File: config.mk
export PLATFORM = sky130hd
export DESIGN_NAME = fetch_unit
export DESIGN_NICKNAME = d
export VERILOG_FILES = /design/src/rtl/fetch_unit_pkg.sv /design/src/rtl/fetch_pc_reg.sv /design/src/rtl/fetch_unit.sv
export SDC_FILE = /design/constraint.sdc
export NUM_CORES = 1
export LEC_CHECK = 0
export CORE_MARGIN = 2
export CORE_UTILIZATION = 43
export DETAILED_ROUTE_END_ITERATION = 16
export PLACE_DENSITY = 0.76
export SYNTH_ARGS = -nofsm -noshare
export SYNTH_HDL_FRONTEND = slang
export SYNTH_SLANG_ARGS = --single-unit
File: constraint.sdc
create_clock -name clk -period 3.2 [get_ports clk]
set_input_delay 0.64 -clock clk [delete_from_list [all_inputs] [get_ports clk]]
set_output_delay 0.64 -clock clk [all_outputs]
set_load 0.05 [all_outputs]
File: src/rtl/fetch_unit_pkg.sv
// Shared constants, state encoding and PC helper for the instruction-fetch front end.
package fetch_unit_pkg;

  localparam int unsigned PC_W    = 16;
  localparam int unsigned INSTR_W = 16;

  localparam logic [PC_W-1:0]    DEF_RESET_PC  = 16'h0000;
  localparam logic [INSTR_W-1:0] DEF_NOP_INSTR = 16'h0800;
  localparam logic [PC_W-1:0]    PC_INC        = 16'd2;

  typedef enum logic [2:0] {
    ST_FETCH  = 3'd0,
    ST_WAIT   = 3'd1,
    ST_HOLD   = 3'd2,
    ST_DRAIN  = 3'd3,
    ST_HALTED = 3'd4
  } fetch_state_e;

  // Sequential successor of a PC; wraps modulo 2^16.
  function automatic logic [PC_W-1:0] pc_seq(input logic [PC_W-1:0] pc);
    return PC_W'(pc + PC_INC);
  endfunction

endpackage

File: src/rtl/fetch_pc_reg.sv
// Architectural PC register: redirect load has priority over sequential increment.
module fetch_pc_reg
  import fetch_unit_pkg::*;
#(
  parameter logic [15:0] RESET_VAL = DEF_RESET_PC
) (
  input  logic        clk,
  input  logic        rst_n,
  input  logic        load,
  input  logic [15:0] load_val,
  input  logic        inc,
  output logic [15:0] pc
);

  // PC update: reset, redirect load, or step by one instruction.
  always_ff @(posedge clk) begin
    if (!rst_n) begin
      pc <= RESET_VAL;
    end else if (load) begin
      pc <= load_val;
    end else if (inc) begin
      pc <= pc_seq(pc);
    end
  end

endmodule

File: src/rtl/fetch_unit.sv
// Instruction-fetch front end: drives a multi-cycle imem and presents one registered
// instruction to decode, squashing in-flight fetches on redirect and stopping on halt.
module fetch_unit
  import fetch_unit_pkg::*;
#(
  parameter logic [15:0] RESET_PC  = DEF_RESET_PC,
  parameter logic [15:0] NOP_INSTR = DEF_NOP_INSTR
) (
  input  logic        clk,
  input  logic        rst_n,
  input  logic        redirect,
  input  logic [15:0] redirect_pc,
  input  logic        halt,
  input  logic        stall_in,
  output logic        imem_rd,
  output logic [15:0] imem_addr,
  input  logic        imem_stall,
  input  logic        imem_done,
  input  logic [15:0] imem_rdata,
  output logic [15:0] instr,
  output logic [15:0] pc_out,
  output logic [15:0] pc_plus2,
  output logic        instr_valid,
  output logic        err
);

  fetch_state_e state_q, state_d;
  logic         drain_halt_q, drain_halt_d;
  logic [15:0]  pc;
  logic         slot_free;
  logic         accept;
  logic         capture;
  logic         consume;
  logic         misaligned;
  logic         redirect_eff;

  fetch_pc_reg #(.RESET_VAL(RESET_PC)) u_pc (
    .clk      (clk),
    .rst_n    (rst_n),
    .load     (redirect_eff),
    .load_val (redirect_pc),
    .inc      (capture),
    .pc       (pc)
  );

  // Request/capture qualifiers; a redirect or halt cycle never issues, so nothing
  // new is left outstanding behind a squash.
  always_comb begin
    slot_free    = !instr_valid || !stall_in;
    redirect_eff = redirect && (state_q != ST_HALTED);
    misaligned   = redirect && redirect_pc[0];
    imem_rd      = rst_n && (state_q == ST_FETCH) && slot_free && !redirect && !halt;
    imem_addr    = pc;
    accept       = imem_rd && !imem_stall;
    capture      = (accept && imem_done) ||
                   ((state_q == ST_WAIT) && imem_done && !redirect && !halt);
    consume      = instr_valid && !stall_in;
  end

  // State register.
  always_ff @(posedge clk) begin
    if (!rst_n) begin
      state_q      <= ST_FETCH;
      drain_halt_q <= 1'b0;
    end else begin
      state_q      <= state_d;
      drain_halt_q <= drain_halt_d;
    end
  end

  // Next-state logic; drain_halt remembers whether a drain should end in HALTED.
  always_comb begin
    state_d      = state_q;
    drain_halt_d = drain_halt_q;
    unique case (state_q)
      ST_FETCH: begin
        if (redirect)                   state_d = misaligned ? ST_HALTED : ST_FETCH;
        else if (halt)                  state_d = ST_HALTED;
        else if (!slot_free)            state_d = ST_HOLD;
        else if (accept && !imem_done)  state_d = ST_WAIT;
      end
      ST_WAIT: begin
        if (redirect) begin
          if (!imem_done) begin
            state_d      = ST_DRAIN;
            drain_halt_d = misaligned;
          end else begin
            state_d = misaligned ? ST_HALTED : ST_FETCH;
          end
        end else if (halt) begin
          if (!imem_done) begin
            state_d      = ST_DRAIN;
            drain_halt_d = 1'b1;
          end else begin
            state_d = ST_HALTED;
          end
        end else if (imem_done) begin
          state_d = ST_FETCH;
        end
      end
      ST_HOLD: begin
        if (redirect)       state_d = misaligned ? ST_HALTED : ST_FETCH;
        else if (halt)      state_d = ST_HALTED;
        else if (!stall_in) state_d = ST_FETCH;
      end
      ST_DRAIN: begin
        // A younger halt is cancelled by a redirect; a misaligned target still halts.
        if (redirect)  drain_halt_d = misaligned || err;
        else if (halt) drain_halt_d = 1'b1;
        if (imem_done) state_d = drain_halt_d ? ST_HALTED : ST_FETCH;
      end
      ST_HALTED: begin
        state_d = ST_HALTED;
      end
      default: begin
        state_d = ST_FETCH;
      end
    endcase
    if (state_d != ST_DRAIN) drain_halt_d = 1'b0;
  end

  // Decode-facing output slot and sticky misalignment error.
  always_ff @(posedge clk) begin
    if (!rst_n) begin
      instr       <= NOP_INSTR;
      pc_out      <= 16'h0000;
      pc_plus2    <= 16'h0000;
      instr_valid <= 1'b0;
      err         <= 1'b0;
    end else if (redirect_eff) begin
      instr_valid <= 1'b0;
      instr       <= NOP_INSTR;
      if (misaligned) err <= 1'b1;
    end else if (halt || (state_q == ST_HALTED)) begin
      instr_valid <= 1'b0;
      instr       <= NOP_INSTR;
    end else if (capture) begin
      instr       <= imem_rdata;
      pc_out      <= pc;
      pc_plus2    <= pc_seq(pc);
      instr_valid <= 1'b1;
    end else if (consume) begin
      instr_valid <= 1'b0;
      instr       <= NOP_INSTR;
    end
  end

endmodule

==> run_results.csv <==
group,metric,value,unit
run_status,outcome,"finished, final reports clean",
timing,fin_crit_sh,85.73,%
worst_setup_path,max_stage_delay,0.56,ns
worst_setup_path,path_cells,"clkdlybuf4s50_1 > nor3_2 > nand3_1 > nor3_1 > buf_12",
floorplan,dieWidth,89.67,µm
timing,finalHoldViolations,0,
worst_setup_path,crit_slowest_cell,"clkdlybuf4s50_1",
global_routing,grt-ovfl-total,0,
synth,yosysWarnings,0,
worst_setup_path,start_kind,"primary input",
global_routing,grt_usage,21.53,%
detailed_routing,ant_nets,0,
global_routing,first_global_vias,2740,
timing,max_freq,364.5,MHz
cells_and_area,layout_commonest_cell,"clkdlybuf4s50_1",
worst_setup_path,crit_family,"buffers and inverters",
detailed_routing,firstDrtPassIters,4,
synth,synth_cells,384,
global_routing,antenna_found_initial,0,
timing,skew,0.009234,ns
synth,synth_cell_types,58,
global_routing,grt_pass1_wl,13.39,mm
cells_and_area,design_area,4408,µm²
power_and_ir_drop,vdd_ir_drop_max,0.1882,mV
worst_setup_path,cp.required,2.56,ns
clocking,worstSkewPairLatency,0.34,ns
clocking,cts_buffers,9,
floorplan,initial_core_util,43.98,%
global_routing,grt_start_max_net_pins,36,
timing,relSlewSlack,27.18,%
power_and_ir_drop,total_power,2.014,mW
clocking,cts.sinks,69,
min_path,min_path_type,"reg2reg",
timing,layout_min_cycle_time,2.743,ns
worst_setup_path,cp-end-kind,"output pin",
timing,slew_viol_final,0,
cells_and_area,layout_common_cells,"104 x clkdlybuf4s50_1, 69 x dfxtp_1, 67 x nand2_1, 52 x a21oi_1, 24 x nand3_1",
synth,yosysSeqAreaShare,43.77,%
place,port_buffers,105,
cells_and_area,post-route-util,61.43,%
timing,tightest_slew,1.091,ns
synth,async_flop_share,0,%
power_and_ir_drop,pwr_density_cell,456.8,nW/µm²
worst_setup_path,critical_path_buf_inv_count,2,
detailed_routing,wl,8.667,mm
floorplan,io-pin-count,106,
floorplan,die_area,8040,µm²
synth,syn-num-nets,424,
synth,ys_ff_latch,69,
clocking,ctsHoldBuffers,0,
synth,netlist_area,3156,µm²
place,place_congestion,0.9436,
clocking,post_cts_buffers,0,
cells_and_area,syn_to_final_growth,39.69,%
clocking,cts-resized-gates,0,
timing,finalSetupTns,0,ns
place,place_area,4184,µm²
cells_and_area,final_nets,513,
power_and_ir_drop,leakagePower,1.491,nW
worst_setup_path,crit_path_max_fanout,9,
cells_and_area,layout-drive-gt1-share,8.368,%
detailed_routing,drc,0,
synth,postSynthAreaPerCell,8.218,µm²
clocking,clockRootBuffer,"clkbuf_8",
floorplan,die-height,89.67,µm
floorplan,rows,31,
synth,synth_ff_type,"dfxtp_1",
worst_setup_path,critical_path_class,"in2out",
floorplan,design.core.area,7176,µm²
timing,rsz0062_at_grt,"false",
cells_and_area,n_antenna_cell,0,
clocking,clock_path_buffers,2,
worst_setup_path,cp_data_arrival_time,2.10,ns
timing,finalSetupViolCount,0,
detailed_routing,wire_per_inst,15.02,µm
place,place_hpwl,6.190,mm
cells_and_area,fillers,650,
clocking,cts.clk_slew.worst_paths,0.07,ns
detailed_routing,first_iter_violations,238,
detailed_routing,viasPerCell,5.331,
synth,synth_edf_count,0,
detailed_routing,vias,3076,
clocking,tritoncts,"done",
clocking,htreeDepth,3,
run,drv_cap,0,
## kinds of logic after synthesis
| logic type | share of synthesized area [%] |
|---|---|
| AND/OR/NAND/NOR | 21.45 |
| XOR/XNOR | 3.608 |
| buffers and inverters | 7.851 |
| adder cells (fa/ha/maj) | 0.3964 |
| flip-flops | 43.77 |
| AO/OA/AOI/OAI | 22.56 |
| multiplexers | 0.3568 |
## synthesized netlist by cell type (2+ instances only)
master	instances	area, µm²
a21oi_1	52	260.3
nand2_1	67	251.5
xnor2_1	9	78.83
nor3_1	4	20.02
buf_6	6	67.56
dfxtp_1	69	1381
xor2_1	4	35.03
o21ai_0	17	85.08
buf_2	10	50.05
and3_1	3	18.77
nand2b_1	2	12.51
a211oi_1	9	67.56
clkbuf_1	14	52.55
nor3b_1	2	15.01
nor2_1	17	63.81
and2_1	2	12.51
inv_1	10	37.54
nand3_1	24	120.1
nand4_1	6	37.54
a31oi_1	7	43.79
o31ai_1	2	15.01
nor4_1	2	12.51
and4_1	2	17.52
o21a_1	10	75.07
## per-stage QoR
| step | std cells | hold WS [ns] | worst slack, ns |
|---|---|---|---|
| floorplan | 384 | 0.5021 | 0.4553 |
| global placement | 561 | 0.4440 | 0.4972 |
| detailed placement | 561 | 0.4496 | 0.4210 |
| CTS | 577 | 0.4592 | 0.4612 |
| global route | 577 | 0.4841 | 0.2999 |
| finish | 577 | 0.4575 | 0.4568 |
## worst min-delay path, stage by stage, from the launching register on
cell	delay (ns)
dfxtp_1	0.31
nand2_1	0.05
a21oi_1	0.05
## power by group
group / total (mW) / internal, mW / switching (mW)
clock: 0.793 / 0.459 / 0.334
combinational: 0.298 / 0.128 / 0.170
sequential: 0.923 / 0.882 / 0.0408
## per-layer routing
layer  wire, µm  part of all wire, %  global-route usage (%)
met4        235                  2.7                   9.634
met3        451                  5.2                   3.199
met2       4064                   47                   32.22
met5          0                    0                       0
met1       3916                   45                   30.70
## final cells by class
type                    count  area [µm²]  share of cell area [%]
multi-input cells         271        1528                   34.66
flip-flops and latches     69        1381                   31.34
repair buffers            112        1114                   25.26
clock buffers              10       137.6                   3.122
well taps                  99       123.9                   2.810
clock inverters             6       86.33                   1.959
inverters                  10       37.54                  0.8515
## registers in the layout (all words and copies together) (netlist names)
| name | flops |
|---|---|
| drain_halt_q | 1 |
| instr | 16 |
| u_pc.pc | 16 |
| instr_valid | 1 |
| err | 1 |
| pc_out | 16 |
| state_q | 3 |
| pc_plus2 | 15 |
## path summary, 6_finish.rpt
check	cells past startpoint	from	slack, ns	to
worst max register to register	5	state_q[2]$_SDFF_PN0_	1.20	u_pc.pc[14]$_SDFFE_PN0P_
worst min-delay path	2	pc_plus2[2]$_SDFFE_PN0P_	0.46	pc_plus2[2]$_SDFFE_PN0P_
worst min register to register	2	pc_plus2[2]$_SDFFE_PN0P_	0.46	pc_plus2[2]$_SDFFE_PN0P_
worst max-delay path	5	redirect	0.46	imem_rd
Power figures use the tool's default switching activity.
